--- src/rtl/usb_rx_bit_decoder_if.sv ---
// -----------------------------------------------------------------------------
// usb_rx_bit_decoder_if
//
// Groups the signals between the USB receive bit decoder and its neighbours:
// the receive control FSM, the line synchronizers and the 8-bit shift register.
//
// Signals:
//   rcving        ctrl  -> dec  high while a packet is being received
//   d_plus_sync   sync  -> dec  D+ already synchronized to clk
//   d_minus_sync  sync  -> dec  D- already synchronized to clk
//   d_orig        dec   -> sreg decoded data bit, held between bits
//   shift_enable  dec   -> sreg one-cycle pulse: shift d_orig in
//   byte_received dec   -> ctrl one-cycle pulse: shift register holds a byte
//   eop           dec   -> ctrl one-cycle pulse: SE0 seen at a sample point
//   stuff_error   dec   -> ctrl one-cycle pulse: stuffed bit was not a 0
//
// Modports:
//   master  the environment driving the line and rcving
//   slave   the decoder itself
// -----------------------------------------------------------------------------
interface usb_rx_bit_decoder_if;
    logic rcving;
    logic d_plus_sync;
    logic d_minus_sync;
    logic d_orig;
    logic shift_enable;
    logic byte_received;
    logic eop;
    logic stuff_error;

    modport master (
        output rcving, d_plus_sync, d_minus_sync,
        input  d_orig, shift_enable, byte_received, eop, stuff_error
    );

    modport slave (
        input  rcving, d_plus_sync, d_minus_sync,
        output d_orig, shift_enable, byte_received, eop, stuff_error
    );
endinterface

--- src/rtl/usb_rx_bit_decoder.sv ---
// -----------------------------------------------------------------------------
// usb_rx_bit_decoder
//
// Front end of the USB receive path. Recovers bit timing from the synchronized
// D+ line, NRZI-decodes the sampled bits, strips stuffed bits and feeds the
// LSB-first receive shift register. Reports byte completion, end-of-packet
// (SE0) and bit-stuff violations to the receive control FSM.
//
// Parameters:
//   CLKS_PER_BIT  system clocks per USB bit period
//   SAMPLE_POINT  bit-timer value at which the line is sampled
//   MAX_ONES      consecutive decoded 1s after which a stuffed 0 follows
//
// Ports:
//   clk    system clock, rising edge
//   n_rst  asynchronous active-low reset
//   bus    usb_rx_bit_decoder_if.slave (line inputs, rcving, decoder outputs)
// -----------------------------------------------------------------------------
module usb_rx_bit_decoder #(
    parameter int CLKS_PER_BIT = 8,
    parameter int SAMPLE_POINT = 3,
    parameter int MAX_ONES     = 6
) (
    input  logic                  clk,
    input  logic                  n_rst,
    usb_rx_bit_decoder_if.slave   bus
);

    localparam int TW = (CLKS_PER_BIT > 2) ? $clog2(CLKS_PER_BIT) : 1;
    localparam int OW = $clog2(MAX_ONES + 1);

    localparam logic [TW-1:0] TIMER_LAST = TW'(CLKS_PER_BIT - 1);
    localparam logic [TW-1:0] TIMER_SMP  = TW'(SAMPLE_POINT);
    localparam logic [OW-1:0] ONES_MAX   = OW'(MAX_ONES);

    // Registered state
    logic [TW-1:0] timer;
    logic          prev_dp;
    logic          prev_raw;
    logic [OW-1:0] ones_cnt;
    logic [2:0]    bit_cnt;
    logic          byte_done;   // 8th bit is being shifted this cycle

    // Next-state values
    logic [TW-1:0] timer_next;
    logic          prev_raw_next;
    logic [OW-1:0] ones_cnt_next;
    logic [2:0]    bit_cnt_next;
    logic          byte_done_next;
    logic          d_orig_next;
    logic          shift_next;
    logic          eop_next;
    logic          stuff_err_next;

    logic line_edge;
    logic sample;
    logic se0;
    logic bit_val;

    assign line_edge = (bus.d_plus_sync != prev_dp);
    assign sample    = (timer == TIMER_SMP);
    assign se0       = ~bus.d_plus_sync & ~bus.d_minus_sync;
    // NRZI: no transition since the previous sample decodes as 1.
    assign bit_val   = (bus.d_plus_sync == prev_raw);

    // NOTE: every variable gets a default before any branch, so no path can
    // leave it unassigned and infer a latch.
    always_comb begin
        // Any D+ transition re-aligns the timer; otherwise it free-runs so long
        // runs of 1s (no transitions) are still sampled once per bit period.
        if (line_edge || timer == TIMER_LAST) begin
            timer_next = '0;
        end else begin
            timer_next = timer + 1'b1;
        end

        prev_raw_next  = prev_raw;
        ones_cnt_next  = ones_cnt;
        bit_cnt_next   = bit_cnt;
        byte_done_next = 1'b0;
        d_orig_next    = bus.d_orig;
        shift_next     = 1'b0;
        eop_next       = 1'b0;
        stuff_err_next = 1'b0;

        if (sample) begin
            if (se0) begin
                // End of packet: the next packet decodes relative to J.
                eop_next      = 1'b1;
                bit_cnt_next  = '0;
                ones_cnt_next = '0;
                prev_raw_next = 1'b1;
            end else begin
                prev_raw_next = bus.d_plus_sync;
                if (ones_cnt == ONES_MAX) begin
                    // Stuffed position: dropped, and must have been a 0.
                    ones_cnt_next  = '0;
                    stuff_err_next = bit_val;
                end else begin
                    shift_next     = 1'b1;
                    d_orig_next    = bit_val;
                    ones_cnt_next  = bit_val ? ones_cnt + 1'b1 : '0;
                    bit_cnt_next   = bit_cnt + 3'd1;
                    byte_done_next = (bit_cnt == 3'd7);
                end
            end
        end
    end

    // NOTE: sequential state uses non-blocking assignments only, so every
    // register samples the pre-edge values regardless of statement order.
    always_ff @(posedge clk or negedge n_rst) begin
        if (!n_rst) begin
            timer             <= '0;
            prev_dp           <= 1'b1;
            prev_raw          <= 1'b1;
            ones_cnt          <= '0;
            bit_cnt           <= '0;
            byte_done         <= 1'b0;
            bus.d_orig        <= 1'b1;
            bus.shift_enable  <= 1'b0;
            bus.byte_received <= 1'b0;
            bus.eop           <= 1'b0;
            bus.stuff_error   <= 1'b0;
        end else if (!bus.rcving) begin
            // Idle: park everything at reset values; a partial byte is lost.
            timer             <= '0;
            prev_dp           <= 1'b1;
            prev_raw          <= 1'b1;
            ones_cnt          <= '0;
            bit_cnt           <= '0;
            byte_done         <= 1'b0;
            bus.d_orig        <= 1'b1;
            bus.shift_enable  <= 1'b0;
            bus.byte_received <= 1'b0;
            bus.eop           <= 1'b0;
            bus.stuff_error   <= 1'b0;
        end else begin
            timer             <= timer_next;
            prev_dp           <= bus.d_plus_sync;
            prev_raw          <= prev_raw_next;
            ones_cnt          <= ones_cnt_next;
            bit_cnt           <= bit_cnt_next;
            byte_done         <= byte_done_next;
            bus.d_orig        <= d_orig_next;
            bus.shift_enable  <= shift_next;
            // One cycle after the 8th shift, when the register holds the byte.
            bus.byte_received <= byte_done;
            bus.eop           <= eop_next;
            bus.stuff_error   <= stuff_err_next;
        end
    end

endmodule

--- src/flat_wrapper.sv ---
// flat-port wrapper written by rule: the top's interface ports become plain ports
module usb_rx_bit_decoder_flat 
#(
    parameter int CLKS_PER_BIT = 8,
    parameter int SAMPLE_POINT = 3,
    parameter int MAX_ONES     = 6
)
  (clk, n_rst, bus_rcving, bus_d_plus_sync, bus_d_minus_sync, bus_d_orig, bus_shift_enable, bus_byte_received, bus_eop, bus_stuff_error);
  usb_rx_bit_decoder_if bus_i ();
  input  logic clk;
  input  logic n_rst;
  input wire logic [$bits(bus_i.rcving)-1:0] bus_rcving;
  input wire logic [$bits(bus_i.d_plus_sync)-1:0] bus_d_plus_sync;
  input wire logic [$bits(bus_i.d_minus_sync)-1:0] bus_d_minus_sync;
  output wire logic [$bits(bus_i.d_orig)-1:0] bus_d_orig;
  output wire logic [$bits(bus_i.shift_enable)-1:0] bus_shift_enable;
  output wire logic [$bits(bus_i.byte_received)-1:0] bus_byte_received;
  output wire logic [$bits(bus_i.eop)-1:0] bus_eop;
  output wire logic [$bits(bus_i.stuff_error)-1:0] bus_stuff_error;
  assign bus_i.rcving = bus_rcving;
  assign bus_i.d_plus_sync = bus_d_plus_sync;
  assign bus_i.d_minus_sync = bus_d_minus_sync;
  assign bus_d_orig = bus_i.d_orig;
  assign bus_shift_enable = bus_i.shift_enable;
  assign bus_byte_received = bus_i.byte_received;
  assign bus_eop = bus_i.eop;
  assign bus_stuff_error = bus_i.stuff_error;
  usb_rx_bit_decoder #(.CLKS_PER_BIT(CLKS_PER_BIT), .SAMPLE_POINT(SAMPLE_POINT), .MAX_ONES(MAX_ONES)) u_core (.clk(clk), .n_rst(n_rst), .bus(bus_i));
endmodule
--- config.mk ---
export PLATFORM = sky130hd
export DESIGN_NAME = usb_rx_bit_decoder_flat
export DESIGN_NICKNAME = d
export VERILOG_FILES = /design/src/rtl/usb_rx_bit_decoder_if.sv /design/src/rtl/usb_rx_bit_decoder.sv /design/src/flat_wrapper.sv
export SDC_FILE = /design/constraint.sdc
export NUM_CORES = 1
export LEC_CHECK = 0
export ABC_AREA = 1
export CAP_MARGIN = 25
export CORE_AREA = 2 2 44 46
export CTS_CLUSTER_SIZE = 8
export DETAILED_ROUTE_END_ITERATION = 7
export DIE_AREA = 0 0 46 48
export GPL_ROUTABILITY_DRIVEN = 0
export PLACE_DENSITY_LB_ADDON = 0.15
export SLEW_MARGIN = 10
export SYNTH_ARGS = -nofsm -noshare
export SYNTH_HDL_FRONTEND = slang
export SYNTH_SLANG_ARGS = --single-unit
export TNS_END_PERCENT = 10
--- constraint.sdc ---
create_clock -name clk -period 2.9 [get_ports clk]
set_input_delay 0.29 -clock clk [delete_from_list [all_inputs] [get_ports clk]]
set_output_delay 0.29 -clock clk [all_outputs]
set_load 0.005 [all_outputs]
== Yosys cells after proc, flatten, opt, wreduce, memory -nomap -nowiden ==
Index checks and enable logic that the tools add are counted.
Widths: inputs -> output; s select.

* $add $sub $neg: 3
* Multiply operators: 0
* Divide/modulo/power cells: 0
* Order comparisons: 0
* Equal/unequal tests: 10
* Shifts and indexed selects: 0
* Multiplexer cells: 35
* Bitwise gates (word level): 3
* Reductions and logical operators: 3

{| class="wikitable"
|+ Operator list
! operator !! count
|-
| $mux 3 || 11
|-
| $mux 1 || 24
|-
| $add 3x1->3 const B || 3
|-
| $eq 3x3->1 const B || 3
|-
| $ne 2x2->1 const B || 2
|-
| $eq 3x2->1 const B || 1
|-
| $ne 3x2->1 const B || 1
|-
| $reduce_and 3->1 || 1
|-
| $ne 2x1->1 const B || 1
|-
| $not 1->1 || 2
|-
| $reduce_and 2->1 || 1
|-
| $and 1x1->1 || 1
|-
| $eq 1x1->1 || 1
|-
| $logic_or 1x1->1 || 1
|-
| $ne 1x1->1 || 1
|}

* Register bits: 17
* Bits in latches: 0
* Bits in writable memories: 0
* Memory bits (read-only): 0
* Bits of input ports: 5
* Output and inout bits: 5
* Logic and storage cells: 65
* Memories: 0

== Depth between registers and ports, before layout ==
* Depth after elaboration: 6
* Mapped depth: 7
* Depth with buffers taken out: 7

== Worst setup path after synthesis ==
No wires, ideal clock.

* Path kind: register to register
* Start: register u_core.timer[0]
* End: register u_core.bit_cnt[0]
* Library setup time: 0.117 ns
* Arrival: 1.120 ns
* Setup slack: 1.663 ns
* Cell stages (with the launch flop): 7
* Clock period less this slack: 1.237 ns
* Cells stage by stage: dfrtp_1 ha_1 ha_1 inv_1 nand2_1 nand4_1 nand2_1

* Word-level cells in the longest chain between the ends: 3

{| class="wikitable"
|+ RTL lines
! item !! RTL line !! RTL
|-
| start, declared || usb_rx_bit_decoder.sv:37 || <nowiki>logic [TW-1:0] timer;</nowiki>
|-
| start signal, assigned || usb_rx_bit_decoder.sv:139 || <nowiki>timer <= timer_next;</nowiki>
|-
| $eq 3x2->1 || usb_rx_bit_decoder.sv:61 || <nowiki>assign sample = (timer == TIMER_SMP);</nowiki>
|-
| $ne 2x1->1 (no source line) || - ||
|-
| $reduce_and 2->1 (no source line) || - ||
|-
| end signal, assigned || usb_rx_bit_decoder.sv:143 || <nowiki>bit_cnt <= bit_cnt_next;</nowiki>
|-
| end, declared || usb_rx_bit_decoder.sv:41 || <nowiki>logic [2:0] bit_cnt;</nowiki>
|}

No other way between the ends.
A chain may end at the register's enable or synchronous reset.

== Final worst setup path ==
* Start: register u_core.bus.d_orig
* End: output port bus_d_orig

{| class="wikitable"
|+ RTL lines
! item !! RTL line !! RTL
|-
| start, declared || usb_rx_bit_decoder_if.sv:38 || <nowiki>output d_orig, shift_enable, byte_received, eop, stuff_error</nowiki>
|-
| start signal, assigned || usb_rx_bit_decoder.sv:145 || <nowiki>bus.d_orig <= d_orig_next;</nowiki>
|-
| end, declared || flat_wrapper.sv:15 || <nowiki>output wire logic [$bits(bus_i.d_orig)-1:0] bus_d_orig;</nowiki>
|}

No word-level cell between the ends.

==> impl_metrics.ini <==
[yosys]
synth_seq_cells = 17
ys_types = 18
post_synth_instance_area_um2 = 838.3
synthCells = 95
synth.area.top_cells = dfrtp_1 (42%), nand2_1 (13%), ha_1 (10%)
post_synth.cell_area_avg_um2 = 8.824
yosys_warnings = 0
synth_top_area_cell = dfrtp_1
synth_top_area_share = 0.4179
synth_seq_area_share = 0.5119
syn-num-nets = 107

[final_layout]
layout_commonest_cell = nand2_1
layout-drive-gt1-share = 0.1121
fin_util = 0.5733
layout_common_cells = nand2_1 (28), dfrtp_1 (14), inv_1 (12), nor2_1 (11), clkdlybuf4s50_1 (9)
area_growth_pct = 15.52
num_antenna_cells = 0
nets = 120

[timing]
min_period_ns = 1.596
slew_headroom = 0.5074
skew_ns = 0.005588
fmax_ghz = 0.6265
tightest_slew_ns = 0.7366
slew_violations = 0
setup_violations = 0
rsz0062_at_grt = no
finalHoldViolCount = 0
timing.final.crit_share = 0.5504
fin_setup_tns_ns = 0

[cts]
cts_sinks = 17
cts_resized = 0
clk_latency_ns = 0.28
tritoncts = yes
path_clk_slew_ns = 0.10
htreeDepth = 1
max-clock-path-buffers = 2
cts_made_buffers = 3
cts_root_buf = clkbuf_4
cts_hold_buf = 0
postCtsSetupBuffers = 0

[grt]
grt_overflow_total = 0
grt_max_degree = 18
grt_pass1_vias = 556
grt_pass1_wl_um = 2290
grt_usage = 0.1492
antenna_found_initial = 0

[placement]
port_buffers = 9
hpwl_um = 1071

[power]
p_seq_frac = 0.599
p_per_area_nw_per_um2 = 434.2
power.switching_mw = 0.1036
switching_share = 0.2463
vdd_drop_max_uv = 312.8
clkPwrFrac = 0.294
pwr-share-comb = 0.107
p_int_mw = 0.3169
leakage_nw = 0.5068

[detailed_routing]
drc_errors = 0
final_antenna_net_count = 0
wire_per_inst_um = 11.09
firstDrtPassIters = 4
routed_wl_um = 1375
vias = 629
drtIter0Drc = 6
vias_per_cell = 5.073

[setup_path]
cp_top_family = flip-flops
end_kind = output port
crit_type = register to output port
r2r_slack_ns = 1.52
path_max_fanout = 2
cp.arrival_ns = 1.31
startpoint_type = register
worstPathCellList = clkdlybuf4s50_1
critPathRequiredTime_ns = 2.61
slowest_stage = dfstp_2
worst-path-buf-inv = 1
cp_slowest_stage_delay_ns = 0.54

[floorplan]
initial_core_util = 0.4963
dieArea_um2 = 2208
core_um2 = 1689
chipHeight_um = 48
io_pins = 10
rows = 15
fp.dieW_um = 46

[run]
drv_cap = 0

[worst_hold_path]
min_path_type = primary input to async pin

[outcome]
status = complete, no violations
-- synth_stat cells --
cell	instances
buf_4	1
nand4_1	3
nor2_4	1
nor3_1	2
nand2_1	28
o21ai_2	1
inv_1	12
nor2_1	11
inv_2	1
xnor2_1	1
dfstp_2	3
nand3_1	3
nand2_4	1
dfrtp_1	14
nand2_2	2
o21ai_0	3
ha_1	7
nor3b_1	1
-- cell families (layout without fill, tap and decap cells) --
family                     count (synthesis)  in the layout  synth area share
DFF                                       17             17            0.5120
adders and majority gates                  7              7            0.1045
buffers and inverters                     14             26           0.06716
xor gates and xnor gates                   1              1           0.01045
and+or+nand+nor                           52             52            0.2776
AOI/OAI and AO/OA                          4              4           0.02835
-- metrics by stage --
step	cells	setup slack, ns	hold WS, ns	instance area (µm²)	total power [mW]
after floorplan	95	1.663	-0.005591	838.3	0.2839
after global placement	120	1.431	0.4224	942.2	0.3008
after detailed placement	120	1.417	0.4376	942.2	0.3020
after CTS	124	1.289	0.4540	968.4	0.4279
after global routing	124	1.258	0.4698	968.4	0.4450
final	124	1.304	0.4355	968.4	0.4205
-- worst reg2reg max path, cell delays in order, from the launching register on --
cell	delay [ns]
dfrtp_1	0.39
ha_1	0.22
ha_1	0.23
inv_1	0.08
nand2_1	0.15
o21ai_2	0.14
nand2_1	0.07
nand2_1	0.06
-- cell type report --
type / count / area (µm²)
Inverter: 13 / 48.80
Timing Repair Buffer: 9 / 90.09
Tap cell: 17 / 21.27
Fill cell: 156 / 720.7
Clock buffer: 4 / 26.28
Multi-Input combinational cell: 64 / 352.8
Sequential cell: 17 / 429.2
-- sequential cells by signal, indices dropped and copies added, names as in the netlist --
name                      flops
u_core.prev_dp                1
u_core.prev_raw               1
u_core.bus.d_orig             1
u_core.ones_cnt               3
u_core.timer                  3
u_core.bus.shift_enable       1
u_core.bus.eop                1
u_core.byte_done              1
u_core.bit_cnt                3
u_core.bus.stuff_error        1
u_core.bus.byte_received      1
-- power by group through the flow --
stage,clock [mW],combinational [mW],sequential [mW]
after floorplan,0,0.0286,0.255
after global placement,0,0.0447,0.256
after detailed placement,0,0.0453,0.257
after CTS,0.130,0.0455,0.252
after global routing,0.140,0.0520,0.253
final,0.124,0.0449,0.252
-- worst paths after layout --
| kind | end | cells after the start | start |
|---|---|---|---|
| worst max register to register | u_core.bit_cnt[0] | 7 | u_core.timer[0] |
| worst min register to register | u_core.timer[0] | 1 | u_core.timer[0] |
| worst min-delay path | u_core.bit_cnt[2] | 1 | n_rst |
| worst max-delay path | bus_d_orig | 1 | u_core.bus.d_orig |
| max in group asynchronous | u_core.bus.shift_enable | 1 | n_rst |
| min in group clk | u_core.timer[0] | 1 | u_core.timer[0] |
-- per-layer routing --
layer  GRT usage  vias to the layer above  share of wire
li1            -                      323              -
met1      0.2014                      294           0.47
met2      0.2222                       10           0.48
met3     0.04151                        2          0.042
met4     0.06857                        0         0.0087
met5           0                        -              0
Note: power is estimated with default switching activity, not from simulation.
